### config.mk
export PLATFORM = sky130hd
export DESIGN_NAME = fifo_rd_packer
export DESIGN_NICKNAME = d
export VERILOG_FILES = /design/src/rtl/fifo_rd_packer.sv
export SDC_FILE = /design/constraint.sdc
export NUM_CORES = 1
export LEC_CHECK = 0
export ABC_AREA = 0
export BUFFER_PORTS_ARGS = -buffer_cell sky130_fd_sc_hd__buf_2
export CAP_MARGIN = 10
export CORE_UTILIZATION = 50
export CTS_BUF_LIST = sky130_fd_sc_hd__clkbuf_8
export DETAILED_ROUTE_END_ITERATION = 8
export GPL_TIMING_DRIVEN = 0
export PLACE_DENSITY = 0.7
export SLEW_MARGIN = 20
export SYNTH_ARGS = -nofsm -noshare
export SYNTH_HDL_FRONTEND = slang
export SYNTH_SLANG_ARGS = --single-unit
### constraint.sdc
create_clock -name rclk -period 9.9 [get_ports rclk]
set_clock_uncertainty 0.1 [all_clocks]
set_input_delay 1.485 -clock rclk [delete_from_list [all_inputs] [get_ports rclk]]
set_output_delay 1.485 -clock rclk [all_outputs]
set_load 0.1 [all_outputs]
### src/rtl/fifo_rd_packer.sv
// Read-side packer: drains a show-ahead FIFO port and packs LANES bytes, little-endian, into words
// on a valid/ready stream. Define FIFO_RD_PACK_PARITY_EN to add the per-lane parity output m_par.
module fifo_rd_packer #(
  parameter int unsigned DATASIZE   = 8,
  parameter int unsigned LANES      = 4,
  parameter int unsigned OBUF_DEPTH = 2
) (
  input  logic                      rclk,
  input  logic                      rrst_n,
  input  logic                      rempty,
  input  logic [DATASIZE-1:0]       rdata,
  output logic                      rinc,
  input  logic                      flush,
  output logic                      m_valid,
  input  logic                      m_ready,
  output logic [DATASIZE*LANES-1:0] m_data,
  output logic [LANES-1:0]          m_keep
`ifdef FIFO_RD_PACK_PARITY_EN
  ,
  output logic [LANES-1:0]          m_par
`endif
);

  localparam int unsigned LaneW = $clog2(LANES);
  localparam int unsigned PtrW  = (OBUF_DEPTH > 1) ? $clog2(OBUF_DEPTH) : 1;
  localparam int unsigned CntW  = $clog2(OBUF_DEPTH + 1);
  localparam int unsigned WordW = DATASIZE * LANES;

  localparam logic [LaneW-1:0] LaneLast = LaneW'(LANES - 1);
  localparam logic [PtrW-1:0]  PtrLast  = PtrW'(OBUF_DEPTH - 1);
  localparam logic [CntW-1:0]  CntFull  = CntW'(OBUF_DEPTH);

  typedef enum logic [0:0] {StAccum, StFlushWait} state_e;

  state_e              state_q, state_d;
  logic [DATASIZE-1:0] lane_q [LANES];
  logic [DATASIZE-1:0] lane_d [LANES];
  logic [LaneW-1:0]    lane_cnt_q, lane_cnt_d;

  logic             push, push_full, pop, obuf_full;
  logic [WordW-1:0] push_data;
  logic [LANES-1:0] push_keep;

  logic [WordW-1:0] obuf_data [OBUF_DEPTH];
  logic [LANES-1:0] obuf_keep [OBUF_DEPTH];
  logic [PtrW-1:0]  wr_ptr_q, wr_ptr_d, rd_ptr_q, rd_ptr_d;
  logic [CntW-1:0]  count_q, count_d;

  assign obuf_full = (count_q == CntFull);
  assign m_valid   = (count_q != '0);
  assign pop       = m_valid & m_ready;

  // The pop strobe looks only at local state so downstream ready never reaches the FIFO.
  always_comb begin
    state_d    = state_q;
    lane_d     = lane_q;
    lane_cnt_d = lane_cnt_q;
    push       = 1'b0;
    push_full  = 1'b0;
    rinc       = rrst_n & ~rempty & (state_q == StAccum) &
                 ~((lane_cnt_q == LaneLast) & obuf_full);
    unique case (state_q)
      StAccum: begin
        if (rinc) begin
          lane_d[lane_cnt_q] = rdata;
          if (lane_cnt_q == LaneLast) begin
            push       = 1'b1;
            push_full  = 1'b1;
            lane_cnt_d = '0;
          end else begin
            lane_cnt_d = lane_cnt_q + LaneW'(1);
          end
        end
        // Flush decision uses the count after any coincident pop.
        if (flush && (lane_cnt_d != '0)) begin
          state_d = StFlushWait;
        end
      end
      StFlushWait: begin
        if (!obuf_full) begin
          push       = 1'b1;
          lane_cnt_d = '0;
          state_d    = StAccum;
        end
      end
      default: state_d = StAccum;
    endcase
  end

  always_comb begin
    for (int i = 0; i < LANES; i++) begin
      push_keep[i] = push_full | (LaneW'(i) < lane_cnt_q);
      push_data[i*DATASIZE +: DATASIZE] = push_keep[i] ? lane_d[i] : '0;
    end
  end

  always_comb begin
    wr_ptr_d = wr_ptr_q;
    rd_ptr_d = rd_ptr_q;
    count_d  = count_q;
    if (push) begin
      wr_ptr_d = (wr_ptr_q == PtrLast) ? '0 : wr_ptr_q + PtrW'(1);
    end
    if (pop) begin
      rd_ptr_d = (rd_ptr_q == PtrLast) ? '0 : rd_ptr_q + PtrW'(1);
    end
    unique case ({push, pop})
      2'b10:   count_d = count_q + CntW'(1);
      2'b01:   count_d = count_q - CntW'(1);
      default: count_d = count_q;
    endcase
  end

  always_ff @(posedge rclk or negedge rrst_n) begin
    if (!rrst_n) begin
      state_q    <= StAccum;
      lane_cnt_q <= '0;
      wr_ptr_q   <= '0;
      rd_ptr_q   <= '0;
      count_q    <= '0;
    end else begin
      state_q    <= state_d;
      lane_cnt_q <= lane_cnt_d;
      wr_ptr_q   <= wr_ptr_d;
      rd_ptr_q   <= rd_ptr_d;
      count_q    <= count_d;
    end
  end

  // Lane and buffer storage need no reset: stale contents are masked by keep or by m_valid.
  always_ff @(posedge rclk) begin
    lane_q <= lane_d;
    if (push) begin
      obuf_data[wr_ptr_q] <= push_data;
      obuf_keep[wr_ptr_q] <= push_keep;
    end
  end

  assign m_data = m_valid ? obuf_data[rd_ptr_q] : '0;
  assign m_keep = m_valid ? obuf_keep[rd_ptr_q] : '0;

`ifdef FIFO_RD_PACK_PARITY_EN
  logic [LANES-1:0] push_par;
  logic [LANES-1:0] obuf_par [OBUF_DEPTH];

  always_comb begin
    for (int i = 0; i < LANES; i++) begin
      push_par[i] = push_keep[i] & (^lane_d[i]);
    end
  end

  always_ff @(posedge rclk) begin
    if (push) begin
      obuf_par[wr_ptr_q] <= push_par;
    end
  end

  assign m_par = m_valid ? obuf_par[rd_ptr_q] : '0;
`endif

endmodule

# Word-level counts from Yosys, hierarchy flattened
# Memory sizes are Yosys's and may differ from the RTL's.
# Index checks and enable logic that the tools add are counted.
[op_classes]
magnitude_cmp = 6
add_sub_neg = 5
mux = 29
bitwise = 13
n_eq_ne = 5
n_reduce_logical = 5
[ops]
columns = ["op", "count"]
rows = [
  ["$mux W32", 3],
  ["$mux W8", 5],
  ["$bwmux W32", 1],
  ["$demux W8 S2", 1],
  ["$mux W1", 10],
  ["$mux W2", 4],
  ["$pmux W2 S2", 2],
  ["$eq A2 B2 Y1 const B", 3],
  ["$reduce_bool A2 Y1", 3],
  ["$and A1 B1 Y1", 5],
  ["$add A2 B1 Y2 const B", 2],
  ["$lt A1 B2 Y1 const A", 2],
  ["$lt A2 B2 Y1 const A", 2],
  ["$mux W4", 1],
  ["$or A1 B1 Y1", 4],
  ["$pmux W1 S2", 2],
  ["$ge A3 B3 Y1 const B", 1],
  ["$lt A3 B1 Y1 const B", 1],
  ["$not A1 Y1", 3],
  ["$not A2 Y3", 1],
  ["$add A1 B1 Y1 const B", 2],
  ["$eq A2 B1 Y1 const B", 1],
  ["$logic_and A1 B1 Y1", 2],
  ["$ne A2 B2 Y1 const B", 1],
  ["$sub A2 B1 Y2 const B", 1],
]
[word_totals]
register_bits = 39
ramBits = 72
mem_count = 2
[memory_table]
columns = ["name", "words", "width", "rd", "rd_clocked_by_memory_dff", "write_ports", "line", "rtl"]
rows = [
  ["obuf_data", 2, 32, 1, 0, 1, "44", "logic [WordW-1:0] obuf_data [OBUF_DEPTH];"],
  ["obuf_keep", 2, 4, 1, 0, 1, "45", "logic [LANES-1:0] obuf_keep [OBUF_DEPTH];"],
]

# Longest topological paths before layout
[logic_depth]
word_depth = 10
ltp_mapped = 9
depth_no_buf = 7

# Least setup slack after synthesis
# Ideal clock, no wire load.
[synth_path]
path_kind = "input to register"
start = "in rempty"
end = "mem obuf_data[1][0] (netlist name) (enable)"
path_stages = 5
path_buffers = 1
arrival_ns = 3.820
setup_slack_ns = 5.547
path_cell_list = "nor3b_4 and3_1 buf_4 a21oi_2 nor2b_1"
[synth_between]
elab_chain_cells = 8
[synth_rtl]
columns = ["item", "line", "rtl"]
rows = [
  ["start, declared", "10", "input logic rempty,"],
  ["$not A1 Y1", "60", "rinc = rrst_n & ~rempty & (state_q == StAccum) &"],
  ["$and A1 B1 Y1 (3 in a row)", "60", ""],
  ["$mux W1", "64", "if (rinc) begin"],
  ["$pmux W1 S2", "62", "unique case (state_q)"],
  ["$mux W1", "133", "if (push) begin"],
  ["$mux W1 (not written as such)", "134", "obuf_data[wr_ptr_q] <= push_data;"],
  ["end, declared", "44", ""],
]
# No other way between the ends.

# Worst setup path in the final report
[layout_path]
start = "in rrst_n"
end = "out rinc"
[layout_between]
elab_chain_cells = 3
[layout_rtl]
columns = ["item", "line", "rtl"]
rows = [
  ["start, declared", "9", "input logic rrst_n,"],
  ["$and A1 B1 Y1 (3 in a row)", "60", ""],
  ["end, declared", "12", "output logic rinc,"],
]
# No other way between the ends.

==> results.txt <==
After detailed routing, the number of vias per cell comes to approximately 5.3. The cell depth of the worst flop-to-flop path came out at 7. STA classifies the critical path startpoint as an input port.

The synthesized netlist net count is 313. The clock transition at the registers of the reported paths came out at roughly 0.09 ns. The number of global-route vias before repair came out at around 2400. The number of sinks on the clock net came out at approximately 100. CTS placed an instance of sky130_fd_sc_hd__clkbuf_8 at the clock tree root.

The weighted congestion reported at the end of routability-driven placement came out at between 0.7 and 0.8. The critical path arrival came out at about 2.8 ns. The number of hold violations in the final report came out at 0. The path class of the tightest hold or removal check is register to register.

At the later pin of the worst-skew pair, clock insertion delay measures around 0.36 ns. The part of the cycle the worst path needs came out at 0.442. The half-perimeter wire length after detailed placement is 5270 µm. Static timing analysis puts the maximum clock frequency at roughly 0.23 GHz. At the pin with the least slew margin, the transition time is 0.723 ns. The die footprint is around 8900 µm². Setup repair after global routing left no endpoint under its margin.

The number of inserted diodes came out at 0. The remaining routing DRC violations came out at 0. The share of the yosys chip area belonging to registers is 0.659. The clock passes through at most 2 buffers. The die width came out at ~94 µm.

The post-synthesis to final-layout area growth is 15.3%. The core box area came out at approximately 8300 µm². The residual overflow from global routing came out at 0. The flow ran to the end, and the final reports show no timing, DRC or antenna violations. The first global-routing pass estimated 12500 µm of wire. between 50 and 60 I/O pins were placed.

The post-synthesis instance total is 295. Setup violations remaining at the end of the flow were counted as 0. The total of hold buffers inserted after clock tree synthesis came out at 0.

The flop and latch count out of synthesis came out at 103. The number of violations reported at the end of detailed-routing iteration 0 came out at 116. The relative slew slack is 0.516.

The average footprint of a synthesized cell came out at 14.5 µm². The post-layout net count came out at roughly 380. Entering global routing, the biggest net connects 22 pins. CTS built an H-tree with a depth of 3.

For this run, the total global-route usage over all layers was measured as 0.190. For this run, asynchronously set or reset flops after synthesis account for 0.0680. The minimum clock period came out at approximately 4.4 ns. The number of distinct standard cells referenced by the synthesized netlist is 33. The number of detailed-routing iterations run before antenna repair is 4. The remaining number of nets flagged by the antenna check after routing is 0.

The source of the worst register-to-register timing path is state_q$_DFF_PN0_. The hold path depth is 1. The starting utilization of the core area came out at 0.518. The worst hold path terminates at lane_q[29]$_DFF_P_.

The post-CTS setup-driven buffer insertion count is 0. TritonCTS built the clock tree. The sum of negative setup slack came out at 0 ns. The number of antenna violations at the first check in global routing is 0.

The required time at the worst-slack endpoint is approximately 8.3 ns. Among all flip-flop cells after synthesis, the most frequent one is sky130_fd_sc_hd__edfxtp_1. The total of max-cap violations came out at 0. The total via count after detailed routing is around 2500.

The cell area that synthesis handed to floorplanning was approximately 4300 µm². The floorplan has 33 rows. Input and output buffers added on the ports amount to 50.

The highest fanout seen on the critical path is 9. The count of flip-flops with a built-in enable after synthesis came out at slightly above 70. The ratio of cells with drive above 1 in the final layout came out at 0.300. The hold path startpoint is lane_q[29]$_DFF_P_. Yosys printed 0 warnings. The die extent in y is between 90 and 100 µm. The number of gates given a new drive strength after cts came out at 0. The number of slew-limit violations in the final report came out at 0. The worst setup path is captured at an output port. The number of CTS-inserted buffers is 9. The start-to-end type of the worst setup path is input port to output port. The post-detailed-routing wire length is slightly below 8000 µm.

The average wire length per cell after detail routing came out at about 17 µm. The worst register-to-register path ends at obuf_data[1][24]$_DFFE_PP_. The slack of the worst reg-to-reg path came out at approximately 7.5 ns.
[worst max-delay path, stage by stage]
cell	delay [ns]
sky130_fd_sc_hd__buf_2	0.21
sky130_fd_sc_hd__nor3b_4	0.40
sky130_fd_sc_hd__and2_1	0.25
sky130_fd_sc_hd__buf_2	0.45
[stage by stage]
stage | utilization | cells | cell area (µm²) | worst slack (ns) | hold WS [ns]
6_report | 0.597 | 468 | 4930 | 5.52 | 0.379
3_5_place_dp | 0.573 | 452 | 4730 | 5.52 | 0.356
2_1_floorplan | - | 295 | 4280 | 5.55 | 0.343
4_1_cts | 0.597 | 468 | 4930 | 5.52 | 0.382
5_1_grt | 0.597 | 468 | 4930 | 5.46 | 0.396
3_3_place_gp | 0.564 | 450 | 4660 | 4.15 | 0.352
[cell usage after synthesis, types with 2 or more instances]
library cell	n	share of area
sky130_fd_sc_hd__mux2i_1	37	0.087
sky130_fd_sc_hd__dfrtp_1	7	0.041
sky130_fd_sc_hd__inv_1	7	0.0061
sky130_fd_sc_hd__o21a_1	15	0.026
sky130_fd_sc_hd__mux2_2	16	0.042
sky130_fd_sc_hd__nand2_1	2	0.0018
sky130_fd_sc_hd__xor2_1	2	0.0041
sky130_fd_sc_hd__nand3_2	2	0.0047
sky130_fd_sc_hd__o21ai_0	3	0.0035
sky130_fd_sc_hd__edfxtp_1	72	0.51
sky130_fd_sc_hd__buf_2	5	0.0059
sky130_fd_sc_hd__xnor2_1	3	0.0061
sky130_fd_sc_hd__and2_1	18	0.026
sky130_fd_sc_hd__buf_6	2	0.0053
sky130_fd_sc_hd__mux2_4	8	0.028
sky130_fd_sc_hd__dfxtp_1	24	0.11
sky130_fd_sc_hd__nor2b_1	2	0.0029
sky130_fd_sc_hd__nor2_1	43	0.038
sky130_fd_sc_hd__nand2b_1	3	0.0044
sky130_fd_sc_hd__buf_4	2	0.0035
sky130_fd_sc_hd__clkbuf_1	6	0.0053
sky130_fd_sc_hd__ha_1	5	0.015
[metal layers]
layer	vias up	part of all wire	track usage
met2	60	0.48	0.310
met4	0	0.013	0.0720
li1	1175	-	-
met3	10	0.038	0.0411
met1	1215	0.47	0.250
met5	-	0	0
[layout by cell type (no fill, tap or decap), types with 3 or more instances in the layout]
cell type / instances
sky130_fd_sc_hd__inv_6: 3
sky130_fd_sc_hd__mux2_4: 8
sky130_fd_sc_hd__ha_1: 5
sky130_fd_sc_hd__xnor2_1: 3
sky130_fd_sc_hd__mux2_2: 16
sky130_fd_sc_hd__o21ai_0: 3
sky130_fd_sc_hd__clkbuf_8: 9
sky130_fd_sc_hd__edfxtp_1: 72
sky130_fd_sc_hd__dfrtp_1: 7
sky130_fd_sc_hd__clkbuf_1: 6
sky130_fd_sc_hd__nor2_1: 42
sky130_fd_sc_hd__and2_1: 18
sky130_fd_sc_hd__dfxtp_1: 24
sky130_fd_sc_hd__o21a_1: 15
sky130_fd_sc_hd__buf_2: 55
sky130_fd_sc_hd__nand2b_1: 3
sky130_fd_sc_hd__mux2i_1: 37
sky130_fd_sc_hd__inv_1: 7
[final cells by class]
class / instances / area, µm²
inverters: 7 / 26.3
clock buffers: 9 / 124
well taps: 105 / 131
plain buffers: 15 / 85.1
clock inverters: 7 / 77.6
fillers: 677 / 3330
multi-input cells: 170 / 1360
flip-flops and latches: 103 / 2820
repair buffers: 52 / 305
[how the worst max path moves through the flow]
stage          startpoint  slack (ns)  cells after the start                        end
2_1_floorplan      rempty        5.55                      5  obuf_data[1][0]$_DFFE_PP_
3_3_place_gp       rrst_n        4.15                      6  obuf_keep[1][3]$_DFFE_PP_
3_5_place_dp       rrst_n        5.52                      4                       rinc
4_1_cts            rrst_n        5.52                      4                       rinc
5_1_grt            rrst_n        5.46                      4                       rinc
6_report           rrst_n        5.52                      4                       rinc
[logic make-up (layout without fill, tap and decap cells)]
group | Yosys count | count (layout) | share of synthesized area
fa+ha+maj | 5 | 5 | 0.0146
mux | 61 | 61 | 0.157
xor+xnor | 5 | 5 | 0.0102
buf+inv | 22 | 90 | 0.0260
flops | 103 | 103 | 0.659
compound gates | 22 | 22 | 0.0375
simple gates | 77 | 77 | 0.0960
[flip-flops by register name, indices dropped and copies added (netlist names)]
register,flops
lane_cnt_q,2
obuf_data,64
rd_ptr_q,1
lane_q,24
wr_ptr_q,1
obuf_keep,8
count_q,2
state_q,1
Power is not shown: default switching activity piles up to over one toggle a cycle in this logic, so the estimate is an artifact.
